==> config.mk <==
export PLATFORM = sky130hd
export DESIGN_NAME = apb_master_ctrl_param
export DESIGN_NICKNAME = d
export VERILOG_FILES = /design/src/rtl/apb_master_ctrl_param.sv
export SDC_FILE = /design/constraint.sdc
export NUM_CORES = 1
export LEC_CHECK = 0
export ABC_AREA = 1
export CAP_MARGIN = 20
export CORE_UTILIZATION = 36
export DETAILED_ROUTE_END_ITERATION = 16
export PLACE_DENSITY = 0.78
export REMOVE_ABC_BUFFERS = 1
export SYNTH_ARGS = -nofsm -noshare
export SYNTH_HDL_FRONTEND = slang
export SYNTH_SLANG_ARGS = --single-unit
==> constraint.sdc <==
create_clock -name Hclk -period 4 [get_ports Hclk]
set_input_delay 1.2 -clock Hclk [delete_from_list [all_inputs] [get_ports Hclk]]
set_output_delay 1.2 -clock Hclk [all_outputs]
set_load 0.05 [all_outputs]
==> src/rtl/apb_master_ctrl_param.sv <==
// ----------------------------------------------------------------------------
// apb_master_ctrl_param
//
// APB master controller for the AHB2APB bridge. Takes a decoded AHB-side
// request (address, direction, one-hot slave select) and runs the APB
// SETUP/ACCESS phases for it. Supports PREADY wait states and PSLVERR. A bad
// select or a slave error is reported to AHB as a two-cycle ERROR response.
//
// Optional feature (compile-time macro APB_TIMEOUT_EN):
//   When defined, an ACCESS phase that sees Pready=0 for MAX_WAIT cycles is
//   aborted and reported as an ERROR response. When undefined, ACCESS waits
//   for Pready indefinitely and MAX_WAIT is unused.
//
// Parameters:
//   ADDR_W   - address width (Haddr, Paddr)
//   DATA_W   - data width (Hwdata, Hrdata, Pwdata, Prdata)
//   NUM_SLV  - number of APB slaves (slv_sel, Pselx)
//   MAX_WAIT - ACCESS cycles with Pready=0 before abort (APB_TIMEOUT_EN only)
//
// Ports:
//   Hclk, Hreset        clock, asynchronous active-high reset
//   valid, Hwrite,
//   Haddr, slv_sel      AHB request, sampled when a transfer is accepted
//   Hwdata              write data, one cycle after the address is accepted
//   Hreadyout, Hresp,
//   Hrdata              AHB response
//   Pselx, Penable,
//   Pwrite, Paddr,
//   Pwdata              APB request
//   Prdata, Pready,
//   Pslverr             APB response (only looked at during ACCESS)
//
// Every output comes from a flop; there is no input-to-output combinational
// path.
// ----------------------------------------------------------------------------
module apb_master_ctrl_param #(
   parameter int ADDR_W   = 32,
   parameter int DATA_W   = 32,
   parameter int NUM_SLV  = 3,
   parameter int MAX_WAIT = 16
) (
   input  logic               Hclk,
   input  logic               Hreset,
   input  logic               valid,
   input  logic               Hwrite,
   input  logic [ADDR_W-1:0]  Haddr,
   input  logic [NUM_SLV-1:0] slv_sel,
   input  logic [DATA_W-1:0]  Hwdata,
   output logic               Hreadyout,
   output logic               Hresp,
   output logic [DATA_W-1:0]  Hrdata,
   output logic [NUM_SLV-1:0] Pselx,
   output logic               Penable,
   output logic               Pwrite,
   output logic [ADDR_W-1:0]  Paddr,
   output logic [DATA_W-1:0]  Pwdata,
   input  logic [DATA_W-1:0]  Prdata,
   input  logic               Pready,
   input  logic               Pslverr
);

   typedef enum logic [2:0] {
      IDLE   = 3'd0,
      WDATA  = 3'd1,
      SETUP  = 3'd2,
      ACCESS = 3'd3,
      ERR1   = 3'd4,
      ERR2   = 3'd5
   } state_t;

   state_t               state_r;
   state_t               next_state_s;
   logic                 accept_s;
   logic                 timeout_s;
   logic                 apb_next_s;
   logic [NUM_SLV-1:0]   sel_r;
   logic [NUM_SLV-1:0]   sel_next_s;

   // True when exactly one bit of v is set.
   function automatic logic is_onehot(input logic [NUM_SLV-1:0] v);
      logic seen;
      logic multi;
      seen  = 1'b0;
      multi = 1'b0;
      for (int i = 0; i < NUM_SLV; i++) begin
         if (v[i]) begin
            if (seen) begin
               multi = 1'b1;
            end else begin
               multi = multi;
            end
            seen = 1'b1;
         end else begin
            seen = seen;
         end
      end
      return seen & ~multi;
   endfunction

`ifdef APB_TIMEOUT_EN
   // Counter holds at most MAX_WAIT-1.
   localparam int CNT_W = (MAX_WAIT > 1) ? $clog2(MAX_WAIT) : 1;

   logic [CNT_W-1:0] wait_cnt_r;

   // Wait-state counter: cleared entering ACCESS, counts Pready=0 cycles.
   always_ff @(posedge Hclk or posedge Hreset) begin
      if (Hreset) begin
         wait_cnt_r <= {CNT_W{1'b0}};
      end else if (state_r == SETUP) begin
         wait_cnt_r <= {CNT_W{1'b0}};
      end else if ((state_r == ACCESS) && !Pready && !timeout_s) begin
         wait_cnt_r <= wait_cnt_r + 1'b1;
      end else begin
         wait_cnt_r <= wait_cnt_r;
      end
   end

   assign timeout_s = (wait_cnt_r == CNT_W'(MAX_WAIT - 1));
`else
   assign timeout_s = 1'b0;
`endif

   // Next-state decode and transfer acceptance.
   always_comb begin
      next_state_s = state_r;
      accept_s     = 1'b0;
      case (state_r)
         IDLE, ERR2: begin
            if (valid) begin
               accept_s = 1'b1;
               if (!is_onehot(slv_sel)) begin
                  next_state_s = ERR1;
               end else if (Hwrite) begin
                  next_state_s = WDATA;
               end else begin
                  next_state_s = SETUP;
               end
            end else begin
               next_state_s = IDLE;
            end
         end
         WDATA:  next_state_s = SETUP;
         SETUP:  next_state_s = ACCESS;
         ACCESS: begin
            // A Pready on the timeout edge still completes normally.
            if (Pready) begin
               if (Pslverr) begin
                  next_state_s = ERR1;
               end else begin
                  next_state_s = IDLE;
               end
            end else if (timeout_s) begin
               next_state_s = ERR1;
            end else begin
               next_state_s = ACCESS;
            end
         end
         ERR1:    next_state_s = ERR2;
         default: next_state_s = IDLE;
      endcase
   end

   assign sel_next_s = accept_s ? slv_sel : sel_r;
   assign apb_next_s = (next_state_s == SETUP) || (next_state_s == ACCESS);

   // State register.
   always_ff @(posedge Hclk or posedge Hreset) begin
      if (Hreset) begin
         state_r <= IDLE;
      end else begin
         state_r <= next_state_s;
      end
   end

   // Request capture: address, direction and select latched on acceptance.
   always_ff @(posedge Hclk or posedge Hreset) begin
      if (Hreset) begin
         sel_r  <= {NUM_SLV{1'b0}};
         Paddr  <= {ADDR_W{1'b0}};
         Pwrite <= 1'b0;
      end else if (accept_s) begin
         sel_r  <= slv_sel;
         Paddr  <= Haddr;
         Pwrite <= Hwrite;
      end else begin
         sel_r  <= sel_r;
         Paddr  <= Paddr;
         Pwrite <= Pwrite;
      end
   end

   // Write data arrives one cycle after the address and is held through APB.
   always_ff @(posedge Hclk or posedge Hreset) begin
      if (Hreset) begin
         Pwdata <= {DATA_W{1'b0}};
      end else if (state_r == WDATA) begin
         Pwdata <= Hwdata;
      end else begin
         Pwdata <= Pwdata;
      end
   end

   // Read data captured only on an error-free read completion.
   always_ff @(posedge Hclk or posedge Hreset) begin
      if (Hreset) begin
         Hrdata <= {DATA_W{1'b0}};
      end else if ((state_r == ACCESS) && Pready && !Pslverr && !Pwrite) begin
         Hrdata <= Prdata;
      end else begin
         Hrdata <= Hrdata;
      end
   end

   // Handshake outputs registered from the next state.
   always_ff @(posedge Hclk or posedge Hreset) begin
      if (Hreset) begin
         Hreadyout <= 1'b1;
         Hresp     <= 1'b0;
         Pselx     <= {NUM_SLV{1'b0}};
         Penable   <= 1'b0;
      end else begin
         Hreadyout <= (next_state_s == IDLE) || (next_state_s == ERR2);
         Hresp     <= (next_state_s == ERR1) || (next_state_s == ERR2);
         Pselx     <= apb_next_s ? sel_next_s : {NUM_SLV{1'b0}};
         Penable   <= (next_state_s == ACCESS);
      end
   end

endmodule
==> results.txt, run 1 <==
CTS Hold Bufs -> 0
Synth area leader -> dfrtp_1
Layout cell share with drive strength beyond 1 -> 10.56%
Data arrival, critical path -> 1.71 ns
Overall Power -> 6.379 mW
Row count -> 38
Clock Tree Buf Depth -> 2
CP required -> 2.80 ns
R2R depth -> 7
Diodes inserted -> 0
Top cells by area, synth -> dfrtp_1 (65%), nand2_1 (9.4%), mux2_2 (9.2%)
Final core utilization -> 59.99%
Yosys Warn Count -> 0
Worst path depth -> 1
Vias in the first global route -> 3,276
Commonest cells post-synth -> dfrtp_1 (108), nand2_1 (104), mux2_2 (34)
Delay-heaviest family, CP -> buffers and inverters
Via density per instance -> 4.575
CP Cell Sequence -> clkdlybuf4s50_1
Initial detailed-routing violation count -> 132
Lkg Pwr -> 3.026 nW
Fillers -> 904
Post-Route M1 WL -> 4162 um
CTS tree -> yes
Total grt overflow -> 0
Crit Reg-Reg Startpoint -> state_r[2]$_DFF_PP0_
First-pass GRT wire length -> 15,950 um
CP Buf/Inv Count -> 1
Worst skew pair latency -> 0.33 ns
PostCTS Resize Cnt -> 0
Initial Utilization -> 37.55%
GP Congestion -> 0.6755
Die Height -> 109.3 um
Mux cell area share after synthesis -> 17.40%
H-tree depth -> 3
Die X-Extent -> 109.3 um
Simple-gate share of the synthesized area -> 12.60%
Status -> finished clean
Relative slew margins -> 59.78%
RR Endpoint -> Hreadyout$_DFF_PP1_
CP endpoint kind -> primary output
Adder-Cell Fraction of Synth Area -> 0%
Drt first pass iters -> 4
CTS root buf -> clkbuf_16
Detail Placement HPWL -> 7314 um
Main combinational cell family by area after synthesis -> multiplexers
Uppermost layer routed -> met4
Vias -> 3,152
Async SR Flop Fraction -> 100.0%
Setup Fix Bufs, Post-CTS -> 0
R2R Setup Slk -> 2.31 ns
Worst-margin pin slew -> 0.6033 ns
Most common cell in the netlist -> dfrtp_1
Core box area -> 0.01103 mm^2
Unrepaired setup endpoints after global routing -> no
Met3 wire len -> 1001 um
Startpoint types -> register
Total track usage -> 17.37%
CTS Buf Count -> 9
Routed Antenna Nets -> 0
Remaining DRCs -> 0
Worst-path clk slew -> 0.07 ns
Number of nets in the layout -> 652
WL met2 -> 4915 um
Ys flop type -> dfrtp_1
Cell Area, Synth -> 0.004141 mm^2
TNS Setup -> 0 ns
Pins Over Slew Limit -> 0
Area of the multi-input gates -> 0.001285 mm^2
Worst Hold Class -> reg2reg
Largest net degree at the start of global routing -> 110
Slowest-stage cell, CP -> clkdlybuf4s50_1
Final setup viols -> 0
Pwr Density -> 964.0 mW/mm^2
Final min period -> 2.912 ns
Initial antenna violation count -> 0
Crit path from -> Hreadyout$_DFF_PP1_
Fin. Hold Viols -> 0
Post-synthesis register bit count -> 109
Design area -> 0.006618 mm^2
Xor-xnor portion of the synthesized cell area -> 0%
Layout Skew -> 0.003768 ns
Peak supply drop -> 0.5272 mV
Input/output buffers -> 207
DP Area -> 0.006362 mm^2
Area share of the largest cell type after synthesis -> 65.26%
Wirelength per Cell -> 14.82 um
Worst Path Max Fanout -> 1
Crit share post-route -> 72.81%
Complex-gate fraction of the synthesized area -> 1.027%
Synth unique cells -> 21
Die Area -> 0.01194 mm^2
Area Overhead vs Synth -> 59.79%
Number of flops mapped to enable cells by yosys -> 0
Post-synthesis sequential area ratio -> 65.89%
Critical path's largest stage delay -> 0.85 ns
FMAX -> 343.4 MHz
Drt total wl -> 10,210 um
I/O pin total -> 208
Avg Inst Size Synth -> 12.29 um^2
Critical Path Sink -> Hreadyout
Hold slack -> 0.4797 ns
Register area -> 0.002729 mm^2
CTS sink cnt -> 109
CP Class -> reg2out
Cells after Synth -> 337
Max-cap violations -> 0
logic make-up after synthesis:
family / count (synthesis)
and+or+nand+nor: 130
DFF: 109
muxes: 64
buffers and inverters: 27
AOI/OAI and AO/OA: 7
cell type report:
class	count	share of cell area, %
clock inverters	2	0.1891
clock buffers	11	3.668
flip-flops and latches	109	41.24
well taps	140	2.647
multi-input cells	201	19.42
inverters	15	0.8886
repair buffers	211	31.95
per-stage QoR:
stage          std cells  worst slack, ns
3_5_place_dp         676            1.169
6_report             689            1.088
3_3_place_gp         676            1.193
2_1_floorplan        325         -0.07229
5_1_grt              689            1.047
4_1_cts              689            1.059
worst min-delay path by stage:
stage | depth (start not counted) | startpoint | endpoint
after CTS | 2 | Paddr[5]$_DFFE_PP0P_ | Paddr[5]$_DFFE_PP0P_
final | 2 | Paddr[17]$_DFFE_PP0P_ | Paddr[17]$_DFFE_PP0P_
after floorplan | 3 | sel_r[0]$_DFF_PP0_ | sel_r[0]$_DFF_PP0_
after detailed placement | 2 | Paddr[5]$_DFFE_PP0P_ | Paddr[5]$_DFFE_PP0P_
after global routing | 2 | Paddr[14]$_DFFE_PP0P_ | Paddr[14]$_DFFE_PP0P_
after global placement | 2 | Paddr[30]$_DFFE_PP0P_ | Paddr[30]$_DFFE_PP0P_
cells in the final DEF, fill, tap and decap left out, types with 9 or more instances in the layout:
cell	Yosys	final
nand2_1	104	104
mux2_1	30	30
clkbuf_16	0	9
nor2_1	10	10
dfrtp_1	108	108
nand3_1	9	9
inv_1	14	13
clkdlybuf4s50_1	0	207
mux2_2	34	34
power breakdown:
part | total [mW] | switching [mW] | internal, mW | leakage, nW
logic | 3.70 | 2.41 | 1.29 | 1.56
registers | 1.89 | 0.263 | 1.62 | 1.34
clock network | 0.795 | 0.367 | 0.428 | 0.123
total | 6.38 | 3.04 | 3.34 | 3.03
registers in the layout (all words and copies together) (netlist names), 3 cells and up:
register	count
Hrdata	32
Paddr	32
Pwdata	32
Pselx	3
sel_r	3
state_r	3
per-layer routing:
metal / vias to the layer above / track usage [%]
li1: 1500 / -
met4: 0 / 6.286
met2: 137 / 29.65
met1: 1505 / 20.79
met3: 10 / 5.021
met5: - / 0
Power figures use the tool's default switching activity.
==> run 2, diff against run 1 <==
==> constraint.sdc (replaced) <==
create_clock -name Hclk -period 2.4 [get_ports Hclk]
set_input_delay 0.72 -clock Hclk [delete_from_list [all_inputs] [get_ports Hclk]]
set_output_delay 0.72 -clock Hclk [all_outputs]
set_load 0.05 [all_outputs]
==> run 2 against run 1 <==
Net effect: critical path depth unchanged; via count decreased by 0.51%; hold slack improved by 0.0012 ns; clock power increased by 86%; clock skew increased by 0.0025 ns; flip-flop and latch count unchanged; largest cell class unchanged; largest power group unchanged; highest routed layer unchanged.
==> results.txt, run 2 (synthesis results as in run 1) <==
Input/output buffers -> 207 (unchanged)
Remaining DRCs -> 0 (unchanged)
Routed Antenna Nets -> 0 (unchanged)
P_int -> 5.725 mW (+71%)
Worst Path Max Fanout -> 3 (+2)
Row count -> 38 (unchanged)
Slowest-stage cell, CP -> clkdlybuf4s50_1
Diodes inserted -> 0 (unchanged)
Via density per instance -> 4.506 (-1.5%)
I/O pin total -> 208 (unchanged)
GR Util met2 -> 29.38% (-0.27 points)
Area Overhead vs Synth -> 62.48%
Met3 Track Usage GR -> 4.423% (-0.60 points)
RR Endpoint -> Pwdata[2]$_DFFE_PP0P_
Part of the power in registers -> 29.1% (-0.5 points)
Clock Tree Buf Depth -> 2 (unchanged)
Worst path depth -> 1 (unchanged)
CTS tree -> yes
Most common cell after layout, fill and taps aside -> clkdlybuf4s50_1
Critical Path Sink -> Pwrite
CP Cell Sequence -> clkdlybuf4s50_1
CP Buf/Inv Count -> 1 (unchanged)
Crit share post-route -> 95.06%
CP endpoint kind -> primary output
Peak supply drop -> 0.9224 mV (+75%)
Total grt overflow -> 0 (unchanged)
Clock share of power -> 13.6% (+1.1 points)
Worst Slack Setup Final -> 0.1186 ns (-0.9691 ns)
CP required -> 1.68 ns (-1.12 ns)
H-tree depth -> 3 (unchanged)
Setup Fix Bufs, Post-CTS -> 0 (unchanged)
Vias -> 3,136 (-0.51%)
Delay-heaviest family, CP -> buffers and inverters
Die Area -> 0.01194 mm^2 (unchanged)
CTS Hold Bufs -> 0 (unchanged)
Most frequent cells in the layout -> clkdlybuf4s50_1 (206), dfrtp_1 (108), nand2_1 (104), mux2_2 (34), mux2_1 (30)
Fin. Hold Viols -> 0 (unchanged)
Worst-margin pin slew -> 0.5528 ns (-0.05053 ns)
Psw -> 5.137 mW (+69%)
FMAX -> 438.3 MHz
Comb power frac -> 57.3% (-0.6 points)
Critical path's largest stage delay -> 0.84 ns (about the same)
Crit path from -> Pwrite$_DFFE_PP0P_
Pwr Density -> 1614 mW/mm^2 (+67%)
Wirelength per Cell -> 14.76 um (-0.35%)
Hold slack -> 0.4809 ns (+0.001218 ns)
Switch share -> 47.29% (-0.34 points)
GR peak layer -> met2
Final min period -> 2.281 ns
Crit Reg-Reg Startpoint -> state_r[2]$_DFF_PP0_
Final core utilization -> 61.00% (+1.0 points)
Largest net degree at the start of global routing -> 46 (-58%)
Worst Hold Class -> reg2reg
Top flop regs -> Hrdata (32), Paddr (32), Pwdata (32)
Data arrival, critical path -> 1.56 ns (-0.15 ns)
First-pass GRT wire length -> 15,700 um (-1.6%)
Final setup viols -> 0 (unchanged)
Drt total wl -> 10,280 um (+0.67%)
R2R Setup Slk -> 0.86 ns (-1.45 ns)
Relative slew margins -> 63.03% (+3.3 points)
CP Class -> reg2out
Worst skew pair latency -> 0.34 ns (about the same)
Startpoint types -> register
Drt first pass iters -> 4 (unchanged)
Global routing usage on met1 -> 20.76% (-0.029 points)
PostCTS Resize Cnt -> 0 (unchanged)
GP Congestion -> 0.8115 (+20%)
Max-cap violations -> 0 (unchanged)
Hold Path Origin -> Paddr[31]$_DFFE_PP0P_
Layout Skew -> 0.006293 ns (+0.002525 ns)
Initial antenna violation count -> 0 (unchanged)
Total track usage -> 17.29% (-0.077 points)
Core box area -> 0.01103 mm^2 (unchanged)
Worst-path clk slew -> 0.07 ns (about the same)
Die X-Extent -> 109.3 um (unchanged)
Unrepaired setup endpoints after global routing -> no
Lkg Pwr -> 3.078 nW (+1.7%)
Layout cell share with drive strength beyond 1 -> 12.05% (+1.5 points)
Pins Over Slew Limit -> 0 (unchanged)
Detail Placement HPWL -> 7642 um (+4.5%)
Vias in the first global route -> 3,218 (-1.8%)
Post-place setup slack -> 0.2137 ns (-0.9550 ns)
R2R depth -> 4 (-3)
CTS root buf -> clkbuf_16
CTS sink cnt -> 109 (unchanged)
Die Height -> 109.3 um (unchanged)
CTS Buf Count -> 9 (unchanged)
Initial Utilization -> 37.55% (unchanged)
Initial detailed-routing violation count -> 59 (-55%)
Number of nets in the layout -> 656 (+0.61%)
Status -> finished clean
[run 2: cell count changes in the layout (fill, tap and decap cells not counted)]
| cell | delta |
|---|---|
| buf_4 | +2 |
| clkinvlp_4 | +2 |
| clkdlybuf4s50_1 | -1 |
| buf_12 | +3 |
| clkbuf_1 | -1 |
| bufinv_16 | +1 |
| clkinv_2 | +1 |
[run 2: how the worst min path moves through the flow]
| stage | cells past startpoint | slack, ns | endpoint |
|---|---|---|---|
| floorplan | 3 | 0.52 | sel_r[0]$_DFF_PP0_ |
| global placement | 2 | 0.46 | Paddr[31]$_DFFE_PP0P_ |
| detailed placement | 2 | 0.47 | Paddr[31]$_DFFE_PP0P_ |
| CTS | 2 | 0.48 | Paddr[31]$_DFFE_PP0P_ |
| global route | 2 | 0.50 | Paddr[25]$_DFFE_PP0P_ |
| finish | 2 | 0.48 | Paddr[31]$_DFFE_PP0P_ |
[run 2: area by class of cell]
type,count,area (um^2)
tap,140,175.2
inverter,15,58.81
multi-input combinational,201,1285
sequential,109,2729
clock buffer,10,239.0
timing repair buffer,215,2180
clock inverter,6,62.56
fill,885,4302
[run 2: stage by stage]
stage | setup TNS [ns] | total power, mW | std cells | instance area, um^2
2_1_floorplan | -129.20 | 7.175 | 325 | 4070
3_3_place_gp | 0 | 9.315 | 680 | 6427
3_5_place_dp | 0 | 9.447 | 680 | 6427
4_1_cts | 0 | 10.97 | 696 | 6729
5_1_grt | 0 | 11.38 | 696 | 6729
6_report | 0 | 10.86 | 696 | 6729
[run 2: per-layer routing]
layer | up-vias | part of all wire [%]
met5 | - | 0
met4 | 0 | 1.6
met3 | 13 | 8.4
met2 | 137 | 49
met1 | 1475 | 41
li1 | 1511 | -
[run 2: power groups by stage]
stage / Clock (mW) / Combinational, mW / Sequential (mW)
after global routing: 1.60 / 6.52 / 3.26
after floorplan: 0 / 1.20 / 5.97
final: 1.48 / 6.22 / 3.17
after CTS: 1.52 / 6.27 / 3.18
after detailed placement: 0 / 6.26 / 3.19
after global placement: 0 / 6.17 / 3.14
[run 2: worst register-to-register path, cell delays in order, from the launching register on]
cell and delay [ns]:
dfrtp_1 0.42, inv_1 0.11, nand3_1 0.10, buf_4 0.38
mux2_2 0.42
